$ cat config.mk
export PLATFORM = sky130hd
export DESIGN_NAME = qspi_flash_sequencer
export DESIGN_NICKNAME = d
export VERILOG_FILES = /design/src/rtl/qspi_seq_pkg.sv /design/src/rtl/qspi_flash_sequencer_key_edge.sv /design/src/rtl/qspi_flash_sequencer.sv
export SDC_FILE = /design/constraint.sdc
export NUM_CORES = 1
export LEC_CHECK = 0
export ABC_AREA = 1
export BUFFER_PORTS_ARGS = -buffer_cell sky130_fd_sc_hd__buf_2
export CAP_MARGIN = 20
export CORE_MARGIN = 4
export CORE_UTILIZATION = 40
export DETAILED_ROUTE_END_ITERATION = 7
export PLACE_DENSITY = 0.68
export SLEW_MARGIN = 20
export SYNTH_ARGS = -nofsm -noshare
export SYNTH_HDL_FRONTEND = slang
export SYNTH_SLANG_ARGS = --single-unit
$ cat constraint.sdc
create_clock -name clk -period 3.15 [get_ports clk]
set_clock_uncertainty 0.05 [all_clocks]
set_input_delay 0.1575 -clock clk [delete_from_list [all_inputs] [get_ports clk]]
set_output_delay 0.1575 -clock clk [all_outputs]
set_load 0.05 [all_outputs]
$ cat src/rtl/qspi_seq_pkg.sv
// Shared opcodes, FSM states and command bundle
// for the QSPI flash sequencer.
package qspi_seq_pkg;

  localparam logic [7:0] OP_WREN  = 8'h06;
  localparam logic [7:0] OP_SE    = 8'h20;
  localparam logic [7:0] OP_QPP   = 8'h32;
  localparam logic [7:0] OP_RDSR  = 8'h05;
  localparam logic [7:0] OP_QREAD = 8'h6B;

  typedef enum logic [3:0] {
    ST_IDLE,
    ST_WREN_E,
    ST_ERASE,
    ST_POLL_E,
    ST_WREN_P,
    ST_PROG,
    ST_POLL_P,
    ST_READ,
    ST_ERROR
  } state_t;

  typedef struct packed {
    logic [7:0]  op;
    logic [23:0] addr;
    logic [2:0]  nbytes;
    logic        dir;
    logic [31:0] wdata;
  } cmd_t;

  function automatic cmd_t mk_cmd(
    input logic [7:0]  op,
    input logic [23:0] addr,
    input logic [2:0]  nb,
    input logic        dir,
    input logic [31:0] wd
  );
    cmd_t c;
    c.op     = op;
    c.addr   = addr;
    c.nbytes = nb;
    c.dir    = dir;
    c.wdata  = wd;
    return c;
  endfunction

endpackage

$ cat src/rtl/qspi_flash_sequencer_key_edge.sv
// Per-bit 2-flop synchroniser and falling-edge
// detector; each press gives a one-cycle event.
module key_edge #(
  parameter int W = 4
) (
  input  logic         clk,
  input  logic         rst,
  input  logic [W-1:0] i_keys_n,
  output logic [W-1:0] o_ev
);

  logic [W-1:0] r_s1;
  logic [W-1:0] r_s2;
  logic [W-1:0] r_s3;

  // synchronise keys and keep previous level
  always_ff @(posedge clk) begin
    if (rst) begin
      r_s1 <= '1;
      r_s2 <= '1;
      r_s3 <= '1;
    end else begin
      r_s1 <= i_keys_n;
      r_s2 <= r_s1;
      r_s3 <= r_s2;
    end
  end

  assign o_ev = r_s3 & ~r_s2;

endmodule

$ cat src/rtl/qspi_flash_sequencer.sv
// Button-driven QSPI flash sequencer: erase/program
// with status polling, quad read, and a counter.
module qspi_flash_sequencer
  import qspi_seq_pkg::*;
#(
  parameter logic [23:0] FLASH_ADDR = 24'h010000,
  parameter logic [15:0] POLL_MAX   = 16'd1000
) (
  input  logic        clk,
  input  logic        rst,
  input  logic [3:0]  keys_n,
  output logic        cmd_valid,
  input  logic        cmd_ready,
  output logic [7:0]  cmd_op,
  output logic [23:0] cmd_addr,
  output logic [2:0]  cmd_nbytes,
  output logic        cmd_dir,
  output logic [31:0] cmd_wdata,
  input  logic        rsp_valid,
  input  logic [31:0] rsp_rdata,
  output logic        busy,
  output logic        err,
  output logic [5:0]  leds
);

  logic [3:0]  w_ev;
  state_t      r_state;
  state_t      w_state_nxt;
  logic        r_issued;
  logic        r_err;
  logic [31:0] r_value;
  logic [31:0] r_wdata;
  logic [15:0] r_poll;
  cmd_t        w_cmd;
  logic        w_cmd_act;
  logic        w_idle;
  logic        w_go_wr;
  logic        w_go_rd;
  logic        w_add;
  logic        w_sub;
  logic        w_hs;
  logic        w_done;
  logic        w_wip;
  logic        w_poll_last;
  logic        w_leave;

  key_edge #(.W(4)) u_keys (
    .clk      (clk),
    .rst      (rst),
    .i_keys_n (keys_n),
    .o_ev     (w_ev)
  );

  assign w_idle  = (r_state == ST_IDLE);
  assign w_go_wr = w_idle & w_ev[3];
  assign w_go_rd = w_idle & ~w_ev[3] & w_ev[2];
  assign w_add   = w_idle & ~|w_ev[3:2] & w_ev[1];
  assign w_sub   = w_idle & ~|w_ev[3:1] & w_ev[0];

  assign w_hs        = cmd_valid & cmd_ready;
  assign w_done      = r_issued & rsp_valid;
  assign w_wip       = rsp_rdata[0];
  assign w_poll_last = (r_poll == POLL_MAX - 16'd1);
  assign w_leave     = (w_state_nxt != r_state);

  // state register
  always_ff @(posedge clk) begin
    if (rst) r_state <= ST_IDLE;
    else     r_state <= w_state_nxt;
  end

  // next-state: advance only on the response
  always_comb begin
    w_state_nxt = r_state;
    unique case (r_state)
      ST_IDLE: begin
        if (w_go_wr)      w_state_nxt = ST_WREN_E;
        else if (w_go_rd) w_state_nxt = ST_READ;
      end
      ST_WREN_E: if (w_done) w_state_nxt = ST_ERASE;
      ST_ERASE:  if (w_done) w_state_nxt = ST_POLL_E;
      ST_POLL_E: begin
        if (w_done) begin
          if (!w_wip)          w_state_nxt = ST_WREN_P;
          else if (w_poll_last) w_state_nxt = ST_ERROR;
        end
      end
      ST_WREN_P: if (w_done) w_state_nxt = ST_PROG;
      ST_PROG:   if (w_done) w_state_nxt = ST_POLL_P;
      ST_POLL_P: begin
        if (w_done) begin
          if (!w_wip)          w_state_nxt = ST_IDLE;
          else if (w_poll_last) w_state_nxt = ST_ERROR;
        end
      end
      ST_READ:   if (w_done) w_state_nxt = ST_IDLE;
      ST_ERROR:  w_state_nxt = ST_IDLE;
      default:   w_state_nxt = ST_IDLE;
    endcase
  end

  // outputs: command fields decoded from state
  always_comb begin
    w_cmd     = '0;
    w_cmd_act = 1'b0;
    unique case (r_state)
      ST_WREN_E, ST_WREN_P: begin
        w_cmd     = mk_cmd(OP_WREN, 24'h0, 3'd0, 1'b0, 32'h0);
        w_cmd_act = 1'b1;
      end
      ST_ERASE: begin
        w_cmd     = mk_cmd(OP_SE, FLASH_ADDR, 3'd0, 1'b0, 32'h0);
        w_cmd_act = 1'b1;
      end
      ST_POLL_E, ST_POLL_P: begin
        w_cmd     = mk_cmd(OP_RDSR, 24'h0, 3'd1, 1'b1, 32'h0);
        w_cmd_act = 1'b1;
      end
      ST_PROG: begin
        w_cmd     = mk_cmd(OP_QPP, FLASH_ADDR, 3'd4, 1'b0, r_wdata);
        w_cmd_act = 1'b1;
      end
      ST_READ: begin
        w_cmd     = mk_cmd(OP_QREAD, FLASH_ADDR, 3'd4, 1'b1, 32'h0);
        w_cmd_act = 1'b1;
      end
      default: begin
        w_cmd     = '0;
        w_cmd_act = 1'b0;
      end
    endcase
  end

  assign cmd_valid  = w_cmd_act & ~r_issued;
  assign cmd_op     = w_cmd.op;
  assign cmd_addr   = w_cmd.addr;
  assign cmd_nbytes = w_cmd.nbytes;
  assign cmd_dir    = w_cmd.dir;
  assign cmd_wdata  = w_cmd.wdata;
  assign busy       = ~w_idle;
  assign err        = r_err;
  assign leds       = ~r_value[5:0];

  // accepted-command flag; cleared to reissue polls
  always_ff @(posedge clk) begin
    if (rst)                  r_issued <= 1'b0;
    else if (w_leave || w_done) r_issued <= 1'b0;
    else if (w_hs)            r_issued <= 1'b1;
  end

  // poll counter restarts on every state change
  always_ff @(posedge clk) begin
    if (rst)         r_poll <= '0;
    else if (w_leave) r_poll <= '0;
    else if (w_done)  r_poll <= r_poll + 16'd1;
  end

  // value register: read load, add, sub
  always_ff @(posedge clk) begin
    if (rst)
      r_value <= '0;
    else if (r_state == ST_READ && w_done)
      r_value <= rsp_rdata;
    else if (w_add)
      r_value <= r_value + 32'd1;
    else if (w_sub)
      r_value <= r_value - 32'd1;
  end

  // program data snapshot at write start
  always_ff @(posedge clk) begin
    if (rst)         r_wdata <= '0;
    else if (w_go_wr) r_wdata <= r_value;
  end

  // sticky timeout flag
  always_ff @(posedge clk) begin
    if (rst)                    r_err <= 1'b0;
    else if (r_state == ST_ERROR) r_err <= 1'b1;
    else if (w_go_wr || w_go_rd)  r_err <= 1'b0;
  end

endmodule

After elaboration in Yosys (flattened, before gate mapping)
Cells that the tools add are included.
{ "totals": {"output_inout_bits": 77, "romBits": 0, "latch_bits": 0, "regBits": 98, "memories": 0, "mem_bits_rw": 0, "wordCells": 73} }
{ "op_classes": {"n_bitwise": 16, "n_addsub": 3, "n_mul": 0, "n_eq_ne": 10, "n_reduce_logical": 15, "shifts": 0, "div_mod_pow": 0, "n_mux": 20, "order_cmp": 0} }
{ "op_table": {"columns": ["cell", "count"], "rows": [
  ["$pmux W67 S5", 1],
  ["$mux W32", 3],
  ["$mux W4", 12],
  ["$add A32 B1 Y32 const B", 1],
  ["$pmux W4 S8", 1],
  ["$sub A32 B1 Y32 const B", 1],
  ["$add A16 B1 Y16 const B", 1],
  ["$eq A16 B10 Y1 const B", 1],
  ["$eq A4 B3 Y1 const B", 4],
  ["$and A1 B1 Y1", 10],
  ["$reduce_or A2 Y1", 5],
  ["$eq A4 B2 Y1 const B", 2],
  ["$reduce_or A7 Y1", 1],
  ["$not A6 Y6", 1],
  ["$and A4 B4 Y4", 1],
  ["$eq A4 B1 Y1 const B", 1],
  ["$eq A4 B4 Y1 const B", 1],
  ["$logic_not A4 Y1", 1],
  ["$ne A4 B4 Y1", 1],
  ["$not A4 Y4", 1],
  ["$mux W1", 3],
  ["$not A1 Y1", 3],
  ["$reduce_bool A3 Y1", 1],
  ["$reduce_or A3 Y1", 1],
  ["4 further kinds", 6]
]} }

Longest topological paths before layout
Gate-level depths: netlist of the first run.
{ "logic_depth": {"depth_word": 11, "mapped_depth": 18, "ltp_nobuf": 18} }

Cells and area by module
A second synthesis of the first run with hierarchy kept.
{ "hier_totals": {"cells_unflattened": 1128, "hier_area_um2": 6895.4} }
{ "by_module_without_submodules": {"columns": ["mod", "instances", "cells_each", "area_each_um2"], "rows": [
  ["qspi_flash_sequencer", 1, 1082, 6520.0],
  ["key_edge", 1, 46, 375.4]
]} }

Least setup slack after synthesis of the first run
No wires, ideal clock.
{ "synth_path": {"path_kind": "reg2reg", "startpoint": "register r_state[0]", "endpoint": "register r_value[29]", "synth_period_minus_slack_ps": 3072, "required_ps": 2968, "setup_time_ps": 132, "arrival_ps": 2890, "stages_incl_launch_ff": 17, "setup_slack_ps": 78, "path_cell_list": "dfxtp_1 buf_6 nor2_2 nand2_2 nor2_1 nand2_1 ha_1 nand2_1 nor2_1 and2_1 nand2_1 nand2_1 nand2_1 nand3_1 nand3_1 nand2_1 a21oi_1"} }
{ "synth_between": {"elab_chain_cells": 5} }
{ "synth_rtl": {"columns": ["element", "line_no", "rtl"], "rows": [
  ["start: declaration", "qspi_flash_sequencer.sv:27", "state_t r_state;"],
  ["start signal: assignment", "qspi_flash_sequencer.sv:69", "else r_state <= w_state_nxt;"],
  ["$logic_not A4 Y1", "qspi_flash_sequencer.sv:54", "assign w_idle = (r_state == ST_IDLE);"],
  ["$and A1 B1 Y1 (2 in a row)", "qspi_flash_sequencer.sv:57", "assign w_add = w_idle & ~|w_ev[3:2] & w_ev[1];"],
  ["$mux W32", "qspi_flash_sequencer.sv:164", "else if (w_add)"],
  ["$mux W32", "qspi_flash_sequencer.sv:162", "else if (r_state == ST_READ && w_done)"],
  ["end signal: assignment", "qspi_flash_sequencer.sv:163", "r_value <= rsp_rdata;"],
  ["end signal: assignment", "qspi_flash_sequencer.sv:165", "r_value <= r_value + 32'd1;"],
  ["end signal: assignment", "qspi_flash_sequencer.sv:167", "r_value <= r_value - 32'd1;"],
  ["end: declaration", "qspi_flash_sequencer.sv:31", "logic [31:0] r_value;"]
]} }
Parallel ways exist; a longest one is shown, timed or not.
A chain may end at the register's enable or synchronous reset.

Final worst setup path of the first run
{ "layout_path": {"startpoint": "register r_state[3]", "endpoint": "register r_value[25]"} }
Same word-level chain as after synthesis.

==> run summary, run 1 <==
======================================================================================================
Area growth, synth to finish                                                                     12.9%
Final antenna diode count                                                                            0
Post-synthesis instance area                                                              0.00703 mm^2
Total number of yosys warnings                                                                       0
All-Layer GR Usage                                                                               0.197
Port Buf Inserts                                                                                    91
Final Max Tran Viols                                                                                 0
Maximum ir drop on the vdd rail                                                             0.000304 V
Final setup violation count                                                                          0
Number of register bits inferred by synthesis                                                       98
Tmin final                                                                                     2930 ps
Sink count of the clock tree                                                                        98
Total buffers and inverters traversed by the critical path                                           1
Slew HR                                                                                          0.454
Cell accounting for the most synthesized area                                             sky130_fd_sc_hd__dfxtp_1
Highest Signal Layer                                                                              met4
Critical path class                                                                         reg -> reg
Placement row count                                                                                 48
Data required time of the critical path                                                        3310 ps
Number of distinct library cells after synthesis                                                    44
Number of hold-slack violations in the final timing report                                           0
Routed vias                                                                                       7024
Via count of the first global-routing pass                                                        6408
CTS tree                                                                                           yes
Startpoint kind of the worst setup timing path                                                register
CP Max Fanout                                                                                       18
HPWL after detailed placement                                                                 15000 um
Number of clock buffers inserted by TritonCTS                                                        9
Setup TNS                                                                                         0 ps
Placeable core region                                                                      0.0172 mm^2
M1 wire length                                                                                 9230 um
DRC viols                                                                                            0
Count of flip-flops with a built-in enable after synthesis                                           0
Number of H-tree levels                                                                              3
Post-synthesis area per instance                                                             6.24 um^2
Initial standard-cell utilization of the core                                                    0.408
Met2 WL                                                                                        8590 um
Met3 WL                                                                                        1400 um
Share of final-layout standard cells stronger than drive strength 1                              0.144
Most used flip-flop cell after synthesis                                                  sky130_fd_sc_hd__dfxtp_1
Cell family with most CP delay                                                            simple AND/OR/NAND/NOR gates
Wire length after detailed routing                                                            19500 um
Number of violations of the max-capacitance limit                                                    0
Drt via density                                                                                   4.89
Maximum number of buffers from clock root to sink                                                    2
Number of detailed-route iterations in the first pass                                                5
Initial DRC Count                                                                                  583
Transition time at the pin with the least slew margin                                           818 ps
Full die area                                                                              0.0197 mm^2
Achievable Freq                                                                              0.341 GHz
CP endpoint kind                                                                              register
Average wire per cell in the routed design                                                     13.6 um
Die height                                                                                      141 um
Wire length of the first global-routing pass                                                  31900 um
Horizontal die dimension                                                                        141 um
Worst min-delay path category                                                                in -> reg
Final total power                                                                              4890 uW
Worst path most repeated cell                                                             sky130_fd_sc_hd__nand3_1
Fraction of post-synthesis cell area in the top cell type by area                                0.279
Sequential share of the synthesized area                                                         0.279
Initial antenna violation count                                                                      0
Top cells by area, synth                                                                  sky130_fd_sc_hd__dfxtp_1 (28%), sky130_fd_sc_hd__nand2_1 (15%), sky130_fd_sc_hd__inv_1 (10%)
Global placer's final weighted congestion                                                        0.920
Clock transition at the register clock pins on the worst setup and hold paths after CTS          70 ps
Leading cell types by count after synthesis                                               sky130_fd_sc_hd__nand2_1 (287), sky130_fd_sc_hd__inv_1 (187), sky130_fd_sc_hd__nor2_1 (120)
Outcome                                                                                   complete, no violations
Residual antenna-violating net count after detailed routing                                          0
Share of async-settable or async-resettable flops after synthesis                                    0
Unrepaired setup endpoints after global routing                                                     no
Largest stage delay, worst path                                                                 390 ps
Dpl cells                                                                                         1416
Final nets                                                                                        1279
Number of I/O pins                                                                                 117
Final period utilization                                                                         0.930
Power Dens Cells                                                                           617 mW/mm^2
Clk Tree Root Cell                                                                        sky130_fd_sc_hd__clkbuf_16
Worst Path Arrival                                                                             3090 ps
GRT overflow                                                                                         0
Series of cell instances along the critical path                                          nor2_4 > nand2_2 > nor2_1 > nand2_1 > buf_4 > ha_1 > nand2_1 > nor2_2 > nand3_1 > nand3_1 > nand3_1 > nand3_1 > nand3_1 > nand2_1 > a21oi_1
Post-route non-filler standard cell count                                                         1437
Synthesized instance count                                                                        1126
Cell leakage power                                                                          0.00415 uW
Critical Path Slowest Stage Cell                                                          sky130_fd_sc_hd__dfxtp_1
Clock latency on the worst-skew pair                                                            360 ps
Library cell with the highest instance count after synthesis                              sky130_fd_sc_hd__nand2_1
Largest net degree at the start of global routing                                                   52
======================================================================================================
per-layer routing:
metal | vias up | global-route usage
met2 | 218 | 0.312
met1 | 3158 | 0.276
met3 | 23 | 0.0345
met5 | - | 0
met4 | 0 | 0.0530
li1 | 3625 | -
cells by family after synthesis:
| family | Yosys count | share of synthesized area |
|---|---|---|
| buffers and inverters | 253 | 0.159 |
| XOR/XNOR | 24 | 0.0299 |
| flip-flops | 98 | 0.279 |
| adder cells (fa/ha/maj) | 32 | 0.0581 |
| AO/OA/AOI/OAI | 184 | 0.139 |
| other | 1 | 0.000534 |
| AND/OR/NAND/NOR | 534 | 0.334 |
cells in the final DEF (no fill, tap or decap), types with 3 or more instances in the layout:
cell type,count
sky130_fd_sc_hd__nand2_1,287
sky130_fd_sc_hd__inv_1,187
sky130_fd_sc_hd__nor2_1,119
sky130_fd_sc_hd__a21oi_1,103
sky130_fd_sc_hd__dfxtp_1,98
sky130_fd_sc_hd__buf_2,91
sky130_fd_sc_hd__nand3_1,56
sky130_fd_sc_hd__o21ai_0,43
sky130_fd_sc_hd__ha_1,30
sky130_fd_sc_hd__conb_1,25
sky130_fd_sc_hd__o21ai_1,21
sky130_fd_sc_hd__xor2_1,19
sky130_fd_sc_hd__or2_2,14
sky130_fd_sc_hd__nor2_4,13
sky130_fd_sc_hd__nand4_1,10
sky130_fd_sc_hd__nor3_1,9
sky130_fd_sc_hd__clkbuf_16,9
sky130_fd_sc_hd__buf_4,9
sky130_fd_sc_hd__inv_2,7
sky130_fd_sc_hd__nor2_2,5
sky130_fd_sc_hd__nand2_2,5
sky130_fd_sc_hd__xnor2_1,5
sky130_fd_sc_hd__nand3_2,4
sky130_fd_sc_hd__and3_1,4
sky130_fd_sc_hd__dlygate4sd3_1,4
sky130_fd_sc_hd__a31oi_1,3
sky130_fd_sc_hd__a21o_1,3
sky130_fd_sc_hd__and2_1,3
sky130_fd_sc_hd__bufinv_16,3
tightest hold or removal path: cells and delay by family:
kind,cells,cell delay (ps)
buf+inv,1,100
compound gates,1,80
simple gates,1,60
final cells by class:
cell class	count	area, um^2
inverter	194	728
tap	225	282
multi-input combinational	799	4040
clock inverter	7	116
timing repair buffer	105	578
fill	1780	9300
clock buffer	9	225
sequential	98	1960
registers in the layout, indices dropped and copies added, names as in the netlist:
| signal | count |
|---|---|
| err | 1 |
| r_issued | 1 |
| r_poll | 16 |
| r_state | 4 |
| r_value | 32 |
| r_wdata | 32 |
| u_keys.r_s1 | 4 |
| u_keys.r_s2 | 4 |
| u_keys.r_s3 | 4 |
path summary, 6_finish.rpt:
| path | cells after the start | start | slack, ps | to |
|---|---|---|---|---|
| worst max-delay path | 15 | r_state[3]$_SDFF_PP0_ | 220 | r_value[25]$_SDFFE_PP0P_ |
| worst min-delay path | 3 | rsp_rdata[2] | 40 | r_value[2]$_SDFFE_PP0P_ |
| worst max register to register | 15 | r_state[3]$_SDFF_PP0_ | 220 | r_value[25]$_SDFFE_PP0P_ |
| worst min register to register | 1 | u_keys.r_s1[2]$_SDFF_PP1_ | 360 | u_keys.r_s2[2]$_SDFF_PP1_ |
per-stage QoR:
stage / util / setup slack, ps / hold slack (ps) / area (um^2)
floorplan: - / 78.0 / 211 / 7120
global placement: 0.437 / 329 / 298 / 7530
detailed placement: 0.437 / 308 / 298 / 7530
CTS: 0.459 / 217 / 23.9 / 7910
global route: 0.460 / 6.85 / 41.3 / 7930
finish: 0.460 / 221 / 40.1 / 7930
power breakdown:
part	switching [uW]	leakage, uW	total (uW)	internal (uW)
sequential	69.6	0.000799	1400	1330
clock	506	0.000166	1280	777
combinational	1490	0.00319	2210	721
total	2060	0.00415	4890	2830
what timing repair did:
item | CTS | global route
setup endpoints to repair | 0 | 2
hold buffers | 4 | 0
gates resized for setup | 0 | 2
endpoints found under the hold margin | 4 | 0
buffers inserted | 0 | 0
No activity file was read; power rests on OpenSTA's default activity.
==> inputs of run 2 (changes only) <==
--- a/config.mk
+++ b/config.mk
@@ -12,6 +12,7 @@
 export CORE_UTILIZATION = 40
 export DETAILED_ROUTE_END_ITERATION = 7
 export PLACE_DENSITY = 0.68
+export RECOVER_POWER = 50
 export SLEW_MARGIN = 20
 export SYNTH_ARGS = -nofsm -noshare
 export SYNTH_HDL_FRONTEND = slang
==> run 2 against run 1 <==
Net effect: critical path depth stayed put; cell count stayed put; fmax rose by 1.0%; core utilization is 0.36 points lower; non-clock buffer count unchanged; sequential cell count unchanged; critical path type unchanged; critical endpoint unchanged; largest power group unchanged.
==> run summary, run 2 (same netlist as run 1, synthesis figures left out) <==
======================================================================================================
Outcome                                                                                   complete, no violations   unchanged
Worst Path Arrival                                                                             3060 ps   was 3090 ps
Launch instance of the worst register-to-register path                                    r_state[3]$_SDFF_PP0_   unchanged
Commonest non-fill, non-tap cell in the layout                                            sky130_fd_sc_hd__nand2_1   unchanged
Wire length after detailed routing                                                            19400 um   was 19500 um
Final antenna diode count                                                                            0   unchanged
Final period utilization                                                                         0.920   was 0.930
Maximum ir drop on the vdd rail                                                             0.000304 V   about the same
Data required time of the critical path                                                        3310 ps   about the same
CTS tree                                                                                           yes   unchanged
Final setup violation count                                                                          0   unchanged
Switching Power                                                                                2050 uW   was 2060 uW
Largest net degree at the start of global routing                                                   52   unchanged
Wire length of the first global-routing pass                                                  31900 um   unchanged
Clock Power Share                                                                                0.263   was 0.262
GRT overflow                                                                                         0   unchanged
Slew HR                                                                                          0.127   was 0.454
Worst min-delay path category                                                                in -> reg   unchanged
Port Buf Inserts                                                                                    91   unchanged
Depth of the worst register-to-register path                                                        15   unchanged
Drt via density                                                                                   4.87   was 4.89
Number of hold-slack violations in the final timing report                                           0   unchanged
Final Max Tran Viols                                                                                 0   unchanged
Global placer's final weighted congestion                                                        0.920   unchanged
Cell leakage power                                                                          0.00408 uW   was 0.00415 uW
Critical path class                                                                         reg -> reg   unchanged
Achievable Freq                                                                              0.345 GHz   was 0.341 GHz
Power Dens Cells                                                                           618 mW/mm^2   was 617 mW/mm^2
Via count of the first global-routing pass                                                        6408   unchanged
Terminating pin of the worst hold path                                                    r_value[2]$_SDFFE_PP0P_   unchanged
Number of detailed-route iterations in the first pass                                                5   unchanged
CP endpoint kind                                                                              register   unchanged
Part of the power in registers                                                                   0.287   was 0.286
Slack of the worst reg-to-reg path                                                              250 ps   was 220 ps
Transition time at the pin with the least slew margin                                          1310 ps   was 818 ps
Post-CTS setup buffer count                                                                          0   unchanged
Area growth, synth to finish                                                                     12.1%   was 12.9%
Clock transition at the register clock pins on the worst setup and hold paths after CTS          70 ps   about the same
Reg-to-Reg End                                                                            r_value[25]$_SDFFE_PP0P_   unchanged
Final total power                                                                              4870 uW   was 4890 uW
Sink count of the clock tree                                                                        98   unchanged
Routed vias                                                                                       6995   was 7024
Proportion of total power due to net switching                                                   0.422   about the same
Min-delay src                                                                             rsp_rdata[2]   unchanged
Horizontal die dimension                                                                        141 um   unchanged
CP Max Fanout                                                                                       18   unchanged
Share of final-layout standard cells stronger than drive strength 1                              0.123   was 0.144
Initial antenna violation count                                                                      0   unchanged
Startpoint kind of the worst setup timing path                                                register   unchanged
Total area of sequential cells                                                            0.00196 mm^2   unchanged
Full die area                                                                              0.0197 mm^2   unchanged
Number of I/O pins                                                                                 117   unchanged
Tmin final                                                                                     2900 ps   was 2930 ps
Placement row count                                                                                 48   unchanged
Number of fill cells                                                                              1801   was 1780
Multi-input combinational cell area                                                       0.00401 mm^2   was 0.00404 mm^2
All-Layer GR Usage                                                                               0.197   unchanged
Depth of the worst hold-timing path                                                                  3   unchanged
Number of clock buffers inserted by TritonCTS                                                        9   unchanged
Number of violations of the max-capacitance limit                                                    0   unchanged
Most frequent cells in the layout                                                         sky130_fd_sc_hd__nand2_1 (287), sky130_fd_sc_hd__inv_1 (188), sky130_fd_sc_hd__nor2_1 (121)   was sky130_fd_sc_hd__nand2_1 (287), sky130_fd_sc_hd__inv_1 (187), sky130_fd_sc_hd__nor2_1 (119)
Leading registers by flop count                                                           r_value: 32 flops, r_wdata: 32 flops, r_poll: 16 flops   unchanged
Die height                                                                                      141 um   unchanged
Maximum number of buffers from clock root to sink                                                    2   unchanged
Clk Tree Root Cell                                                                        sky130_fd_sc_hd__clkbuf_16   unchanged
Power share of the combinational group                                                           0.450   was 0.452
Number of H-tree levels                                                                              3   unchanged
Internal power                                                                                 2820 uW   was 2830 uW
Unrepaired setup endpoints after global routing                                                     no   unchanged
Residual antenna-violating net count after detailed routing                                          0   unchanged
Average wire per cell in the routed design                                                     13.5 um   was 13.6 um
DRC viols                                                                                            0   unchanged
Clock latency on the worst-skew pair                                                            360 ps   about the same
Setup TNS                                                                                         0 ps   unchanged
Final nets                                                                                        1279   unchanged
HPWL after detailed placement                                                                 15000 um   unchanged
Initial DRC Count                                                                                  549   was 583
Placeable core region                                                                      0.0172 mm^2   unchanged
Initial standard-cell utilization of the core                                                    0.408   unchanged
======================================================================================================
==> run 2: cell type report <==
class	instances	area share
Clock buffer	9	0.0286
Clock inverter	7	0.0148
Inverter	194	0.0925
Multi-Input combinational cell	799	0.510
Sequential cell	98	0.249
Tap cell	225	0.0358
Timing Repair Buffer	105	0.0696
==> run 2: what timing repair did <==
item	in CTS	in global routing
endpoints found under the setup margin	0	2
gates resized for setup	0	2
hold endpoints to repair	4	0
hold buffers	4	0
==> run 2: critical path, cell delays in order, from the launching register on <==
cell	delay (ps)
sky130_fd_sc_hd__dfxtp_1	380
sky130_fd_sc_hd__nor2_4	180
sky130_fd_sc_hd__nand2_2	100
sky130_fd_sc_hd__nor2_1	160
sky130_fd_sc_hd__nand2_1	110
sky130_fd_sc_hd__buf_4	230
sky130_fd_sc_hd__ha_1	380
sky130_fd_sc_hd__nand2_1	140
sky130_fd_sc_hd__nor2_2	180
sky130_fd_sc_hd__nand3_1	90
sky130_fd_sc_hd__nand3_1	180
sky130_fd_sc_hd__nand3_1	140
sky130_fd_sc_hd__nand3_1	110
sky130_fd_sc_hd__nand3_1	100
sky130_fd_sc_hd__nand2_1	130
sky130_fd_sc_hd__a21oi_1	70
==> run 2: power groups by stage <==
stage / Clock (uW) / Combinational [uW] / Sequential, uW
after floorplan: 0 / 1750 / 1400
after global placement: 0 / 2160 / 1420
after detailed placement: 0 / 2170 / 1430
after CTS: 1310 / 2180 / 1400
after global routing: 1360 / 2480 / 1410
final: 1280 / 2190 / 1400
==> run 2: how the worst max path moves through the flow <==
stage	startpoint	endpoint	slack [ps]	cells past startpoint
floorplan	r_state[0]$_SDFF_PP0_	r_value[29]$_SDFFE_PP0P_	80	16
global placement	r_state[3]$_SDFF_PP0_	r_value[25]$_SDFFE_PP0P_	330	15
detailed placement	r_state[3]$_SDFF_PP0_	r_value[25]$_SDFFE_PP0P_	310	15
CTS	r_state[3]$_SDFF_PP0_	r_value[25]$_SDFFE_PP0P_	220	15
global route	r_state[3]$_SDFF_PP0_	r_value[29]$_SDFFE_PP0P_	40	17
finish	r_state[3]$_SDFF_PP0_	r_value[25]$_SDFFE_PP0P_	250	15
==> run 2: through the flow <==
stage	worst slack (ps)	instance area, um^2	util	std cells	hold WS (ps)
after floorplan	78.0	7120	-	1150	211
after global placement	329	7530	0.437	1416	298
after detailed placement	308	7530	0.437	1416	298
after CTS	217	7910	0.459	1436	23.9
after global routing	35.2	7870	0.457	1437	41.2
final	251	7870	0.457	1437	40.2
==> run 2: metal layers <==
layer,global-route usage,wire length [um],vias to the layer above
met5,0,0,-
met4,0.0530,327,0
met3,0.0345,1270,27
met2,0.312,8530,225
met1,0.276,9290,3118
li1,-,-,3625
